$ cat src/rtl/note_player.sv
// Square-wave tone generator for the melody sequencer: plays the current note, inserts an
// articulation gap, then pulses note_adv so the note counter steps to the next index.
module note_player #(
  parameter int BEAT_DIV    = 12500000,
  parameter int GAP_CYCLES  = 500000,
  parameter int PITCH_SHIFT = 0
) (
  input  logic       clk,
  input  logic       rst,
  input  logic       en,
  input  logic [3:0] note_pitch,
  input  logic [1:0] note_len,
  input  logic       song_wrap,
  output logic       speaker,
  output logic       note_adv,
  output logic       busy,
  output logic [3:0] cur_pitch
);

  localparam int PW = $clog2(BEAT_DIV);
  localparam int GW = (GAP_CYCLES > 2) ? $clog2(GAP_CYCLES) : 1;
  localparam logic [PW-1:0] PRE_LAST = PW'(BEAT_DIV - 1);
  localparam logic [GW-1:0] GAP_LAST = GW'((GAP_CYCLES > 0) ? GAP_CYCLES - 1 : 0);

  typedef enum logic [2:0] {IDLE, LOAD, TONE, GAP, ADV} state_t;

  state_t        state, state_next;
  logic [1:0]    len_q;
  logic [15:0]   tone_cnt;
  logic [PW-1:0] pre_cnt;
  logic [1:0]    beat_cnt;
  logic [GW-1:0] gap_cnt;
  logic [15:0]   half_period;
  logic [15:0]   half_m1;
  logic          tone_done;
  logic          gap_done;
  logic          run_tone;
  logic          run_gap;

  // Half-period in clk cycles at 50 MHz (25e6 / f); code 0 is a rest.
  function automatic logic [15:0] half_base(input logic [3:0] p);
    case (p)
      4'd1:    half_base = 16'd50620;
      4'd2:    half_base = 16'd47778;
      4'd3:    half_base = 16'd45097;
      4'd4:    half_base = 16'd42566;
      4'd5:    half_base = 16'd40177;
      4'd6:    half_base = 16'd37922;
      4'd7:    half_base = 16'd35793;
      4'd8:    half_base = 16'd33784;
      4'd9:    half_base = 16'd31888;
      4'd10:   half_base = 16'd30098;
      4'd11:   half_base = 16'd28409;
      4'd12:   half_base = 16'd26815;
      4'd13:   half_base = 16'd25310;
      4'd14:   half_base = 16'd23889;
      4'd15:   half_base = 16'd15944;
      default: half_base = 16'd0;
    endcase
  endfunction

  assign half_period = half_base(cur_pitch) >> PITCH_SHIFT;
  assign half_m1     = half_period - 16'd1;
  assign tone_done   = (pre_cnt == PRE_LAST) && (beat_cnt == len_q);
  assign gap_done    = (gap_cnt == GAP_LAST);

  always_ff @(posedge clk) begin
    if (rst) state <= IDLE;
    else     state <= state_next;
  end

  always_comb begin
    // NOTE: default first so every path assigns state_next and no latch is inferred.
    state_next = state;
    if (!en) begin
      state_next = IDLE;
    end else if (song_wrap && state != IDLE) begin
      state_next = LOAD;
    end else begin
      case (state)
        IDLE:    state_next = LOAD;
        LOAD:    state_next = TONE;
        TONE:    if (tone_done) state_next = (GAP_CYCLES == 0) ? ADV : GAP;
        GAP:     if (gap_done) state_next = ADV;
        ADV:     state_next = LOAD;
        default: state_next = IDLE;
      endcase
    end
  end

  // Counters only run while staying in the same state, so any exit (end of note, wrap,
  // enable drop) leaves them cleared and silences the speaker on the very next cycle.
  assign run_tone = (state == TONE) && (state_next == TONE);
  assign run_gap  = (state == GAP) && (state_next == GAP);

  always_ff @(posedge clk) begin
    if (rst) begin
      cur_pitch <= '0;
      len_q     <= '0;
      tone_cnt  <= '0;
      pre_cnt   <= '0;
      beat_cnt  <= '0;
      gap_cnt   <= '0;
      speaker   <= 1'b0;
    end else begin
      // NOTE: non-blocking assignments keep every register sampling pre-edge values.
      if (state == LOAD) begin
        cur_pitch <= note_pitch;
        len_q     <= note_len;
      end
      if (run_tone) begin
        if (pre_cnt == PRE_LAST) begin
          pre_cnt  <= '0;
          beat_cnt <= beat_cnt + 2'd1;
        end else begin
          pre_cnt <= pre_cnt + 1'b1;
        end
        if (cur_pitch == 4'd0) begin
          tone_cnt <= '0;
          speaker  <= 1'b0;
        end else if (tone_cnt == half_m1) begin
          tone_cnt <= '0;
          speaker  <= ~speaker;
        end else begin
          tone_cnt <= tone_cnt + 16'd1;
        end
      end else begin
        tone_cnt <= '0;
        pre_cnt  <= '0;
        beat_cnt <= '0;
        speaker  <= 1'b0;
      end
      gap_cnt <= run_gap ? gap_cnt + 1'b1 : '0;
    end
  end

  assign busy     = (state != IDLE);
  assign note_adv = (state == ADV);

endmodule

$ cat config.mk
export PLATFORM = sky130hd
export DESIGN_NAME = note_player
export DESIGN_NICKNAME = d
export VERILOG_FILES = /design/src/rtl/note_player.sv
export SDC_FILE = /design/constraint.sdc
export NUM_CORES = 1
export LEC_CHECK = 0
export CAP_MARGIN = 20
export CORE_MARGIN = 4
export CORE_UTILIZATION = 40
export CTS_CLUSTER_SIZE = 24
export DETAILED_ROUTE_END_ITERATION = 10
export HOLD_SLACK_MARGIN = 0.02
export SLEW_MARGIN = 20
export SYNTH_ARGS = -nofsm -noshare
export SYNTH_HDL_FRONTEND = slang
export SYNTH_SLANG_ARGS = --single-unit
$ cat constraint.sdc
create_clock -name clk -period 2.9 [get_ports clk]
set_input_delay 0.87 -clock clk [delete_from_list [all_inputs] [get_ports clk]]
set_output_delay 0.87 -clock clk [all_outputs]
set_load 0.005 [all_outputs]
==> reports/results.ini, run 1 <==
[yosys]
synth_top_area_share = 0.404
post-synth-top-count-cell = nor2_1
ys.flop_type = dfxtp_1
synth-edff-count = 0
ys_ff_latch = 87
syn_area_sq_um = 4320
syn_inst = 511
synth.distinct_cells = 53
synthTopCellsByArea = dfxtp_1 40%, nor2_1 8.0%, xor2_1 7.9%, xnor2_1 6.5%, ha_1 3.5%
yosys_warnings = 0
ys_seq_area_frac = 0.404
async_flop_share = 0
synth_top_cell_by_area = dfxtp_1
syn_avg_cell_area_sq_um = 8.44
synthTopCellsByCount = 92 x nor2_1, 87 x dfxtp_1, 39 x nand2_1, 39 x xor2_1, 32 x xnor2_1
synthesis.nets = 533

[drt]
drc = 0
ant_nets = 0
wl_per_cell_um = 13.0
vias_per_cell = 5.11
dr.pass1.iters = 4
wl_mm = 8.72
drtIter0Drc = 144
vias = 3436

[pwr]
ir_drop_mv = 0.234
p_leak_uw = 0.00164
power_density_nw_per_um2 = 494

[place]
dp_hpwl_mm = 6.42
io_buffers = 16
placed_area_sq_um = 4660
finalWeightedCongestion = 0.825

[critical_path]
rr_startpoint = half_period[0]
required_ns = 3.19
r2r_setup_slack_ns = 0.27
cp-end-kind = flip-flop
reg2reg_depth = 9
worstPathArrival_ns = 2.92
regToRegEndpoint = speaker
crit_type = flip-flop to flip-flop
critPathLaunchType = flip-flop
cp_max_fo = 4

[hold_path]
hold_path_end = gap_cnt[0]
min_from = gap_cnt[0]
min_path_cells = 1
hold_class = flip-flop to flip-flop

[clocking]
worstSkewPairLatency_ns = 0.36
clk_pin_slew_ns = 0.08
clk_path_buf_depth = 2
numClockSinks = 87
cts_hold_buffers = 0
htreeDepth = 3
root_buffer = clkbuf_8
postCtsResizedCells = 0
cts_tree = built
post_cts_buffers = 0
cts-buffers-inserted = 9

[cells_and_area]
final_layout_size_suffix_gt1_frac = 0.0784
layout.nets = 553
fin_area_sq_um = 4860
area_growth_pct = 12.7
antenna_cells = 0
regArea_sq_um = 1740
multi_input_area_sq_um = 2430
nFillCells = 1037

[timing]
max_slew_margin = 0.550
fmax_ghz = 0.380
finalSetupViolCount = 0
hold_viol = 0
fin_tns_setup_ns = 0
tightest_slew_ns = 0.670
period_share = 0.907
clock_skew_ns = 0.0140
finalMaxSlewViolations = 0
rsz0062_at_grt = false
period_minus_slack_ns = 2.63

[job]
cap_violations = 0

[floorplanning]
design.die.area_sq_um = 12500
core_sq_um = 10400
start_util = 0.414
rows = 37
die_width_um = 112
die_h_um = 112
io_pins = 17

[outcome]
status = finished clean

[global_routing]
grt_use_total = 0.145
grt_start_max_net_pins = 25
grt.overflow.total = 0
grt_pass1_vias = 3329
grt_pass1_wl_mm = 15.2
antenna_found_initial = 0

-- worst max-delay path by stage --
stage                   start             end  slack [ns]  cells past startpoint
2_1_floorplan        state[1]  half_period[5]        0.15                     10
3_3_place_gp              rst     gap_cnt[13]        0.17                      7
3_5_place_dp              rst     gap_cnt[13]        0.11                      7
4_1_cts        half_period[0]         speaker        0.26                      9
5_1_grt        half_period[0]     tone_cnt[9]        0.03                     10
6_report       half_period[0]         speaker        0.27                      9
-- sequential cells by signal, indices dropped and copies added (netlist names) --
name / cells
beat_cnt: 2
len_q: 2
tone_cnt: 16
half_period: 16
pre_cnt: 24
cur_pitch: 4
state: 3
speaker: 1
gap_cnt: 19
-- final cells by class --
type / count / area share
timing repair buffer: 28 / 0.0515
inverter: 16 / 0.0123
sequential: 87 / 0.358
clock inverter: 6 / 0.0141
clock buffer: 10 / 0.0283
tap: 136 / 0.0350
multi-input combinational: 389 / 0.501
-- cells in the final DEF (no fill, tap or decap), types with 15 or more instances in the layout --
| master | instances |
|---|---|
| nor3_1 | 16 |
| nand3_1 | 21 |
| inv_1 | 15 |
| xor2_1 | 39 |
| xnor2_1 | 32 |
| nor2_1 | 92 |
| clkdlybuf4s50_1 | 16 |
| dfxtp_1 | 87 |
| a21oi_1 | 16 |
| nand2_1 | 39 |
-- critical path, cell delays in order, from the launching register on --
cell,delay [ns]
dfxtp_1,0.35
inv_1,0.07
ha_1,0.17
nand2b_1,0.08
or4_2,0.55
xnor2_1,0.18
o2111ai_1,0.14
or4_4,0.57
or3_1,0.32
a21boi_1,0.14
-- metrics by stage --
| stage | power, uW | cells | hold WS (ns) | setup slack (ns) | util |
|---|---|---|---|---|---|
| final | 2400 | 672 | 0.466 | 0.271 | 0.467 |
| after global routing | 2520 | 672 | 0.505 | 0.0320 | 0.467 |
| after CTS | 2430 | 672 | 0.472 | 0.256 | 0.467 |
| after detailed placement | 1570 | 656 | 0.452 | 0.105 | 0.447 |
| after global placement | 1560 | 656 | 0.445 | 0.165 | 0.447 |
| after floorplan | 1480 | 511 | 0.426 | 0.154 | - |
-- layer usage --
| layer | global-route usage | vias to the layer above | wire length, um |
|---|---|---|---|
| met5 | 0 | - | 0 |
| met4 | 0.0406 | 0 | 119 |
| met3 | 0.0418 | 12 | 234 |
| met2 | 0.245 | 31 | 4150 |
| met1 | 0.179 | 1588 | 4210 |
| li1 | - | 1805 | - |
-- power breakdown --
part,switching [uW],internal (uW)
Sequential,37.8,1220
Clock,440,424
Combinational,147,132
Total,625,1780
-- cell families after synthesis --
| family | share of synthesized area |
|---|---|
| AOI/OAI and AO/OA | 0.0899 |
| xor gates and xnor gates | 0.144 |
| adders and majority gates | 0.0348 |
| buffers and inverters | 0.0322 |
| DFF | 0.404 |
| muxes | 0.0162 |
| and+or+nand+nor | 0.279 |
Note: power is estimated with default switching activity, not from simulation.
==> run 2, diff against run 1 <==
Settings changed: SETUP_SLACK_MARGIN set to 0.5.
==> reports/results.ini, run 2 (synthesized netlist as in run 1, its figures left out) <==
[floorplanning]
start_util = 0.414  ; unchanged
design.die.area_sq_um = 12500  ; unchanged
die_width_um = 112  ; unchanged
core_sq_um = 10400  ; unchanged
io_pins = 17  ; unchanged
die_h_um = 112  ; unchanged
rows = 37  ; unchanged

[drt]
vias_per_cell = 5.17  ; was 5.11
dr.pass1.iters = 6  ; was 4
wl_per_cell_um = 12.8  ; was 13.0 um
drc = 0  ; unchanged
drtIter0Drc = 97  ; was 144
wl_mm = 8.85  ; was 8.72 mm
vias = 3569  ; was 3,436
ant_nets = 0  ; unchanged

[critical_path]
worstPathArrival_ns = 2.75  ; was 2.92 ns
required_ns = 3.15  ; was 3.19 ns
path_common_cell = or4_4
worst-path-buf-inv = 2  ; was 1
cp_max_fo = 8  ; was 4
r2r_setup_slack_ns = 0.40  ; was 0.27 ns
critPathLaunchType = flip-flop  ; unchanged
reg2reg_depth = 10  ; was 9
cp-end-kind = flip-flop  ; unchanged
crit_type = flip-flop to flip-flop  ; unchanged
rr_startpoint = half_period[0]  ; unchanged
slowest_stage = or4_4  ; unchanged
slowest_delay_ns = 0.58  ; was 0.57 ns
crit_path_cell_trace = inv_2 > ha_4 > nand2b_4 > or4_4 > xnor2_2 > o2111ai_2 > or4_4 > o21ai_4 > buf_12 > nor2_1  ; was inv_1 > ha_1 > nand2b_1 > or4_2 > xnor2_1 > o2111ai_1 > or4_4 > or3_1 > a21boi_1
path_delay_family = simple AND/OR/NAND/NOR gates  ; unchanged
regToRegEndpoint = tone_cnt[13]  ; was speaker

[global_routing]
grt_use_total = 0.143  ; was 0.145
antenna_found_initial = 0  ; unchanged
grtUsageMet2 = 0.238  ; was 0.245
grt_pass1_vias = 3271  ; was 3,329
grt.overflow.total = 0  ; unchanged
grt_start_max_net_pins = 25  ; unchanged
gr-usage-met3 = 0.0337  ; was 0.0418
grt_pass1_wl_mm = 15.0  ; was 15.2 mm
grt_use_met1 = 0.177  ; was 0.179
busiest_layer = met2  ; unchanged

[clocking]
cts_tree = built  ; unchanged
worstSkewPairLatency_ns = 0.34  ; was 0.36 ns
clk_pin_slew_ns = 0.09  ; was 0.08 ns
clk_path_buf_depth = 2  ; unchanged
cts-buffers-inserted = 9  ; unchanged
root_buffer = clkbuf_8  ; unchanged
htreeDepth = 3  ; unchanged
numClockSinks = 87  ; unchanged

[pwr]
power_density_nw_per_um2 = 476  ; was 494 nW/um^2
p_int_uw = 1840  ; was 1780 uW
power_frac_comb = 0.149  ; was 0.116
switching_share = 0.259  ; was 0.260
pwr-share-clk = 0.343  ; was 0.359
p_leak_uw = 0.00181  ; was 0.00164 uW
ir_drop_mv = 0.280  ; was 0.234 mV
p_switching_uw = 645  ; was 625 uW
pwr-share-seq = 0.508  ; was 0.525

[hold_path]
hold_class = flip-flop to flip-flop  ; unchanged
min_from = gap_cnt[0]  ; unchanged
min_path_cells = 1  ; unchanged
hold_path_end = gap_cnt[0]  ; unchanged

[cells_and_area]
layout.nets = 571  ; was 553
largest_reg_flops = 24  ; unchanged
regMostFlops = pre_cnt  ; unchanged
reg_top3 = pre_cnt x24, gap_cnt x19  ; unchanged
antenna_cells = 0  ; unchanged
layout.cells.non_filler = 690  ; was 672
final_cell_mix = 90 x nor2_1, 79 x dfxtp_1, 39 x nand2_1, 39 x xor2_1, 31 x xnor2_1  ; was 92 x nor2_1, 87 x dfxtp_1, 39 x nand2_1, 39 x xor2_1, 32 x xnor2_1
mostFrequentLayoutCell = nor2_1  ; unchanged
area_growth_pct = 21.3  ; was 12.7%
final_layout_size_suffix_gt1_frac = 0.164  ; was 0.0784

[place]
io_buffers = 16  ; unchanged
dp_hpwl_mm = 6.42  ; about the same
dp.cells = 655  ; was 656
pre_cts_ws_ns = 0.141  ; was 0.105 ns
finalWeightedCongestion = 0.808  ; was 0.825

[outcome]
status = finished clean  ; unchanged

[timing]
tightest_slew_ns = 0.490  ; was 0.670 ns
finalMaxSlewViolations = 0  ; unchanged
fmax_ghz = 0.400  ; was 0.380 GHz
hold_slack_ns = 0.464  ; was 0.466 ns
clock_skew_ns = 0.0103  ; was 0.0140 ns
layout_setup_ws_ns = 0.397  ; was 0.271 ns
period_minus_slack_ns = 2.50  ; was 2.63 ns
hold_viol = 0  ; unchanged
fin_tns_setup_ns = 0  ; unchanged
max_slew_margin = 0.671  ; was 0.550
rsz0062_at_grt = true  ; was false
finalSetupViolCount = 0  ; unchanged
period_share = 0.863  ; was 0.907

[job]
cap_violations = 0  ; unchanged

run 2: changes by cell type in the layout (fill, tap and decap cells not counted), moves of 3 or more:
cell / change
buf_4: +14
dfxtp_4: +4
dfxtp_1: -8
inv_1: -3
dfxtp_2: +4
run 2: per-stage QoR:
step	utilization	total power (uW)	area, sq um
after floorplan	-	1500	4390
after CTS	0.488	2480	5080
after detailed placement	0.450	1570	4690
after global routing	0.502	2630	5230
after global placement	0.450	1570	4690
final	0.502	2490	5230
run 2: layer usage:
layer / vias to the layer above / share of wire
met5: - / 0
met4: 0 / 0.019
met3: 13 / 0.031
met2: 54 / 0.48
met1: 1667 / 0.47
li1: 1835 / -
run 2: area by class of cell:
type,count,area [sq um]
fill,990,5180
sequential,87,1760
multi-input combinational,389,2590
clock inverter,6,67.6
timing repair buffer,46,435
inverter,16,66.3
clock buffer,10,138
tap,136,170
run 2: worst max path at each step:
stage                   start        endpoint  slack, ns  cells after the start
2_1_floorplan             rst  half_period[5]       0.48                      8
3_3_place_gp              rst  half_period[5]       0.20                      7
3_5_place_dp              rst     gap_cnt[13]       0.14                      7
4_1_cts        half_period[0]     tone_cnt[4]       0.37                     10
5_1_grt        half_period[1]         speaker       0.31                      7
6_report       half_period[0]    tone_cnt[13]       0.40                     10
run 2: power groups by stage:
stage          Clock [uW]  Combinational [uW]  Sequential [uW]
6_report              853                 371             1270
5_1_grt               947                 408             1270
4_1_cts               885                 331             1260
3_5_place_dp            0                 281             1290
3_3_place_gp            0                 280             1290
2_1_floorplan           0                 216             1280
run 2: timing repair:
item | 4_1_cts | 5_1_grt
setup buffers | 9 | 9
gates resized for setup | 26 | 18
pin swaps | 11 | 6
hold buffers | 0 | 0
setup endpoints to repair | 22 | 68
gates cloned | 1 | 0
==> run 3, diff against run 2 <==
Settings changed: GPL_ROUTABILITY_DRIVEN set to 0.
==> results of run 3 <==
The final DEF is identical to that of run 2; final timing and power are the same.
